**config.mk**
```make
export PLATFORM = sky130hd
export DESIGN_NAME = iic_rx_responder
export DESIGN_NICKNAME = d
export VERILOG_FILES = /design/src/rtl/iic_pkg.sv /design/src/rtl/iic_glitch_filter.sv /design/src/rtl/iic_rx_responder.sv
export SDC_FILE = /design/constraint.sdc
export NUM_CORES = 1
export LEC_CHECK = 0
export CAP_MARGIN = 20
export CORE_MARGIN = 4
export CORE_UTILIZATION = 33
export CTS_CLUSTER_SIZE = 30
export DETAILED_ROUTE_END_ITERATION = 7
export GPL_TIMING_DRIVEN = 0
export PLACE_DENSITY_LB_ADDON = 0.2
export SYNTH_ARGS = -nofsm -noshare
export SYNTH_HDL_FRONTEND = slang
export SYNTH_SLANG_ARGS = --single-unit
```
**constraint.sdc**
```tcl
create_clock -name clk -period 5.7 [get_ports clk]
set_input_delay 0.57 -clock clk [delete_from_list [all_inputs] [get_ports clk]]
set_output_delay 0.57 -clock clk [all_outputs]
set_load 0.02 [all_outputs]
```
**src/rtl/iic_pkg.sv**
```systemverilog
// Shared definitions for the IIC target blocks and the driver that talks to them.
package iic_pkg;

    localparam logic [6:0] IIC_DEV_ADDR = 7'h3C;

    typedef enum logic [3:0] {
        IDLE,
        ADDR,
        ADDR_ACK,
        REG,
        REG_ACK,
        WDATA,
        WDATA_ACK,
        RDATA,
        MACK,
        IGNORE
    } iic_state_t;

endpackage

```
**src/rtl/iic_glitch_filter.sv**
```systemverilog
// Two-flop synchronizer followed by a stability filter: a new level is accepted
// only after it has been seen for FILT consecutive clk cycles.
module iic_glitch_filter #(
    parameter int unsigned FILT = 3
) (
    input  logic clk,
    input  logic rstn,
    input  logic din,
    output logic dout
);

    localparam int unsigned CW = (FILT > 1) ? $clog2(FILT) : 1;

    logic          sync1;
    logic          sync2;
    logic [CW-1:0] cnt;

    always_ff @(posedge clk) begin
        if (!rstn) begin
            sync1 <= 1'b1;
            sync2 <= 1'b1;
            dout  <= 1'b1;
            cnt   <= '0;
        end else begin
            sync1 <= din;
            sync2 <= sync1;
            if (sync2 == dout) begin
                cnt <= '0;
            end else if (cnt == CW'(FILT - 1)) begin
                dout <= sync2;
                cnt  <= '0;
            end else begin
                cnt <= cnt + 1'b1;
            end
        end
    end

endmodule

```
**src/rtl/iic_rx_responder.sv**
```systemverilog
// IIC target exposing an 8-bit register pointer with auto-increment; writes
// appear on reg_we/reg_wdata, reads are taken from reg_rdata.
module iic_rx_responder
    import iic_pkg::*;
#(
    parameter logic [6:0]  DEV_ADDR = IIC_DEV_ADDR,
    parameter int unsigned FILT     = 3
) (
    input  logic       clk,
    input  logic       rstn,
    input  logic       scl_in,
    input  logic       sda_in,
    output logic       sda_out,
    output logic       sda_out_en,
    output logic [7:0] reg_addr,
    output logic [7:0] reg_wdata,
    output logic       reg_we,
    input  logic [7:0] reg_rdata,
    output logic       busy
);

    logic       scl_f;
    logic       sda_f;
    logic       scl_d;
    logic       sda_d;
    logic       scl_rise;
    logic       scl_fall;
    logic       start_ev;
    logic       stop_ev;

    iic_state_t state;
    logic [3:0] bit_cnt;
    logic [7:0] rx_sr;
    logic [6:0] tx_sr;
    logic [7:0] rx_byte;
    logic       rw;
    logic       mnack;
    logic       rd_inc;

    iic_glitch_filter #(.FILT(FILT)) u_scl_filt (
        .clk  (clk),
        .rstn (rstn),
        .din  (scl_in),
        .dout (scl_f)
    );

    iic_glitch_filter #(.FILT(FILT)) u_sda_filt (
        .clk  (clk),
        .rstn (rstn),
        .din  (sda_in),
        .dout (sda_f)
    );

    assign sda_out = 1'b0;
    assign rx_byte = {rx_sr[6:0], sda_f};

    // START/STOP need SCL high on both sides of the SDA edge, so an SCL and SDA
    // change landing in the same filtered cycle cannot fake a bus condition.
    always_ff @(posedge clk) begin
        if (!rstn) begin
            scl_d    <= 1'b1;
            sda_d    <= 1'b1;
            scl_rise <= 1'b0;
            scl_fall <= 1'b0;
            start_ev <= 1'b0;
            stop_ev  <= 1'b0;
        end else begin
            scl_d    <= scl_f;
            sda_d    <= sda_f;
            scl_rise <= scl_f & ~scl_d;
            scl_fall <= ~scl_f & scl_d;
            start_ev <= scl_f & scl_d & sda_d & ~sda_f;
            stop_ev  <= scl_f & scl_d & ~sda_d & sda_f;
        end
    end

    always_ff @(posedge clk) begin
        if (!rstn) begin
            state      <= IDLE;
            bit_cnt    <= '0;
            rx_sr      <= '0;
            tx_sr      <= '0;
            rw         <= 1'b0;
            mnack      <= 1'b0;
            rd_inc     <= 1'b0;
            sda_out_en <= 1'b0;
            reg_we     <= 1'b0;
            busy       <= 1'b0;
            reg_addr   <= '0;
            reg_wdata  <= '0;
        end else begin
            reg_we <= 1'b0;
            rd_inc <= 1'b0;
            // Pointer advances the cycle after a write strobe or a read load.
            if (reg_we || rd_inc) begin
                reg_addr <= reg_addr + 8'd1;
            end

            if (stop_ev) begin
                state      <= IDLE;
                sda_out_en <= 1'b0;
                busy       <= 1'b0;
                bit_cnt    <= '0;
            end else if (start_ev) begin
                state      <= ADDR;
                sda_out_en <= 1'b0;
                busy       <= 1'b0;
                bit_cnt    <= '0;
            end else begin
                case (state)
                    ADDR, REG, WDATA: begin
                        if (scl_rise && bit_cnt != 4'd8) begin
                            rx_sr   <= rx_byte;
                            bit_cnt <= bit_cnt + 4'd1;
                            if (bit_cnt == 4'd7 && state == REG) begin
                                reg_addr <= rx_byte;
                            end
                            if (bit_cnt == 4'd7 && state == WDATA) begin
                                reg_wdata <= rx_byte;
                                reg_we    <= 1'b1;
                            end
                        end else if (scl_fall && bit_cnt == 4'd8) begin
                            bit_cnt <= '0;
                            if (state == ADDR) begin
                                if (rx_sr[7:1] == DEV_ADDR) begin
                                    state      <= ADDR_ACK;
                                    rw         <= rx_sr[0];
                                    sda_out_en <= 1'b1;
                                    busy       <= 1'b1;
                                end else begin
                                    state <= IGNORE;
                                end
                            end else if (state == REG) begin
                                state      <= REG_ACK;
                                sda_out_en <= 1'b1;
                            end else begin
                                state      <= WDATA_ACK;
                                sda_out_en <= 1'b1;
                            end
                        end
                    end

                    ADDR_ACK: begin
                        if (scl_fall) begin
                            if (rw) begin
                                state      <= RDATA;
                                tx_sr      <= reg_rdata[6:0];
                                sda_out_en <= ~reg_rdata[7];
                                rd_inc     <= 1'b1;
                            end else begin
                                state      <= REG;
                                sda_out_en <= 1'b0;
                            end
                        end
                    end

                    REG_ACK, WDATA_ACK: begin
                        if (scl_fall) begin
                            state      <= WDATA;
                            sda_out_en <= 1'b0;
                        end
                    end

                    RDATA: begin
                        if (scl_rise && bit_cnt != 4'd8) begin
                            bit_cnt <= bit_cnt + 4'd1;
                        end else if (scl_fall) begin
                            if (bit_cnt == 4'd8) begin
                                state      <= MACK;
                                sda_out_en <= 1'b0;
                                bit_cnt    <= '0;
                            end else begin
                                sda_out_en <= ~tx_sr[6];
                                tx_sr      <= {tx_sr[5:0], 1'b0};
                            end
                        end
                    end

                    MACK: begin
                        if (scl_rise) begin
                            mnack <= sda_f;
                        end else if (scl_fall) begin
                            if (mnack) begin
                                state      <= IGNORE;
                                busy       <= 1'b0;
                                sda_out_en <= 1'b0;
                            end else begin
                                state      <= RDATA;
                                tx_sr      <= reg_rdata[6:0];
                                sda_out_en <= ~reg_rdata[7];
                                rd_inc     <= 1'b1;
                            end
                        end
                    end

                    default: begin
                    end
                endcase
            end
        end
    end

endmodule

```
==> impl_results.md <==
* Nets at 371
* Slowest stage delay, CP at 390 ps
* Largest net degree at the start of global routing at 11
* Die ar. at 10,100 µm²
* Final setup TNS at 0 ps
* CTS tree: done
* Slew margin rel. at 65.6%
* Top post-synthesis cells by area: dfxtp_1 (43%), mux2i_1 (10%), nor2_1 (6.5%)
* Final period util at 37.6%
* Detail Placement HPWL at 4660 µm
* Syn_area_per_cell at 9.03 µm²
* Pwr dens at 256 nW/µm²
* Seq/Total Area, Yosys at 43.2%
* Die height at 101 µm
* DRC violations left at 0
* Startpoint Class: register
* Area growth syn-to-layout at 23.2%
* Hold Fails Final Rpt at 0
* Initial antenna violation count at 0
* Cts bufs inserted at 9
* FFs w/ async S/R, synth at 0%
* Mapped cell area at 2830 µm²
* Clock Path Buffers at 2
* Post-synth net total at 330
* Num rows at 33
* Top cell type's share of synthesized area at 43.2%
* Clk Latency, worst-skew pair at 340 ps
* Routed vias/inst at 5.06
* Post-Layout Cell Count at 463
* FF+latch count, synth at 61
* Layout cells sized above 1 at 8.38%
* Status: finished clean
* Root buffer cell: clkbuf_8
* Remaining antenna violation count at 0
* Post-CTS Setup Repair Bufs at 0
* Netlist cell types at 53
* CTS clk-pin slew, worst paths at 70 ps
* Required time worst endpoint at 5940 ps
* CP max FO at 10
* Detailed Routing Iterations Pass 1 at 4
* CTS H-tree depth at 3
* Critical Path End Type: register
* Final setup viols at 0
* CTS sink cnt at 61
* Placed cell count at 448
* Synth area leader: dfxtp_1
* Post-synth top cells: dfxtp_1 (61), nor2_1 (49), mux2i_1 (29), nand2_1 (17), a211oi_1 (13)
* Most frequent cell after synthesis: dfxtp_1
* Starting Density at 34.2%
* Worst path bufs/invs at 2
* Crit path max-delay family: compound AO/OA/AOI/OAI gates
* Max VDD drop at 0.153 mV
* Hold Crit Class: register to register
* Via count at 2,342
* Synth warnings at 0
* Core region area at 8260 µm²
* CP arrival at 2390 ps
* CP Class: register to register
* Final critical-path required period at 2140 ps
* Die width at 101 µm
* Top_reg_cell synth: dfxtp_1
* Slew Limit Fails at 0
* Actual slew at the worst max-slew pin at 516 ps
* Post-CTS resize count at 0
* Gr ovfl total at 0
* Routed WL per cell at 14.3 µm
* EDFF count, synth at 0
* Vias in the first global route at 2,264
* IO Count at 32
* Gate Count Post-Synth at 313
* Critical-path cell list: inv_1 -> ha_1 -> and3b_1 -> o31a_1 -> o21ai_2 -> buf_2 -> nor2_1 -> a211oi_1
* Clk_skew at 13.9 ps
* Fmax at 0.467 GHz
* Post-CTS Hold Buffers at 0
* Ant diodes at 0
* GP Congestion at 0.901
* LEAKAGE at 0.00140 µW
* RSZ-0062 raised after global routing: no
* Starting DRT DRC Count at 95
* Max Cap Viol at 0
* Final WL at 6640 µm
* Global-route wire length before repair at 10,900 µm
* CP max-delay cell: dfxtp_1
* Port bufs at 30
* Fillers at 837
* GRT Overall Usage at 13.9%
stage by stage:
stage               hold slack, ps  total power, µW  utilization, %  area [µm²]  setup WS [ps]
detailed placement             396              463            39.4        3260           3440
global placement               390              462            39.4        3260           3450
floorplan                      386              451               -        2830           3890
global route                   436              923            42.2        3480           3430
finish                         407              892            42.2        3480           3560
CTS                            411              902            42.2        3480           3570
placed cells by master, fill, tap and decap left out, drive strengths merged, types with 3 or more instances in the layout:
cell type and count:
or3 4, inv 11, a311oi 3, a211oi 13, buf 10, nand2b 8, dfxtp 61, clkbuf 20
nor2 49, nor4 3, o2111ai 3, clkdlybuf4s50 30, nand3 11, nand4b 3, a21oi 12, mux2i 29
ha 5, nand2 17, o21ai 10, xnor2 7, nor3 7
layer usage:
metal / global-route usage, % / vias to the layer above / wire length (µm)
met5: 0 / - / 0
met4: 5.91 / 0 / 146
met3: 4.36 / 13 / 284
met2: 21.8 / 41 / 2900
met1: 17.6 / 1089 / 3320
li1: - / 1199 / -
cell type report:
cell class	count	area [µm²]	share of cell area [%]
clock inverters	3	68.8	1.98
well taps	105	131	3.77
plain buffers	18	85.1	2.44
inverters	11	41.3	1.19
multi-input cells	223	1480	42.5
clock buffers	12	155	4.46
repair buffers	30	300	8.63
flip-flops and latches	61	1220	35.1
kinds of logic (layout without fill, tap and decap cells):
| family | after synthesis | count (layout) | share of synthesized area (%) |
|---|---|---|---|
| buffers and inverters | 29 | 74 | 4.47 |
| adders and majority gates | 5 | 5 | 2.21 |
| DFF | 61 | 61 | 43.2 |
| and+or+nand+nor | 120 | 120 | 22.2 |
| muxes | 29 | 29 | 10.3 |
| AOI/OAI and AO/OA | 59 | 59 | 14.7 |
| other | 1 | 1 | 0.133 |
| xor gates and xnor gates | 9 | 9 | 2.79 |
worst paths after layout:
check	from	end	slack, ps	cells after the start
worst max register to register	bit_cnt[0]$_SDFFE_PP0P_	tx_sr[6]$_SDFFE_PN0P_	3560	8
worst min register to register	u_scl_filt.sync1$_SDFF_PN1_	u_scl_filt.sync2$_SDFF_PN1_	410	1
worst min-delay path	u_scl_filt.sync1$_SDFF_PN1_	u_scl_filt.sync2$_SDFF_PN1_	410	1
worst max-delay path	bit_cnt[0]$_SDFFE_PP0P_	tx_sr[6]$_SDFFE_PN0P_	3560	8
where the power goes:
group          switching [µW]  leakage [µW]  total, µW  internal [µW]
combinational            11.7      0.000794       23.1           11.4
clock                     170      0.000113        439            269
sequential               1.12      0.000492        429            428
sequential cells by signal, summed over array words and instances (netlist names), 2 cells and up:
signal,cells
reg_addr,8
reg_wdata,8
rx_sr,8
tx_sr,7
bit_cnt,4
state,4
u_scl_filt.cnt,2
u_sda_filt.cnt,2
Note: power is estimated with default switching activity, not from simulation.
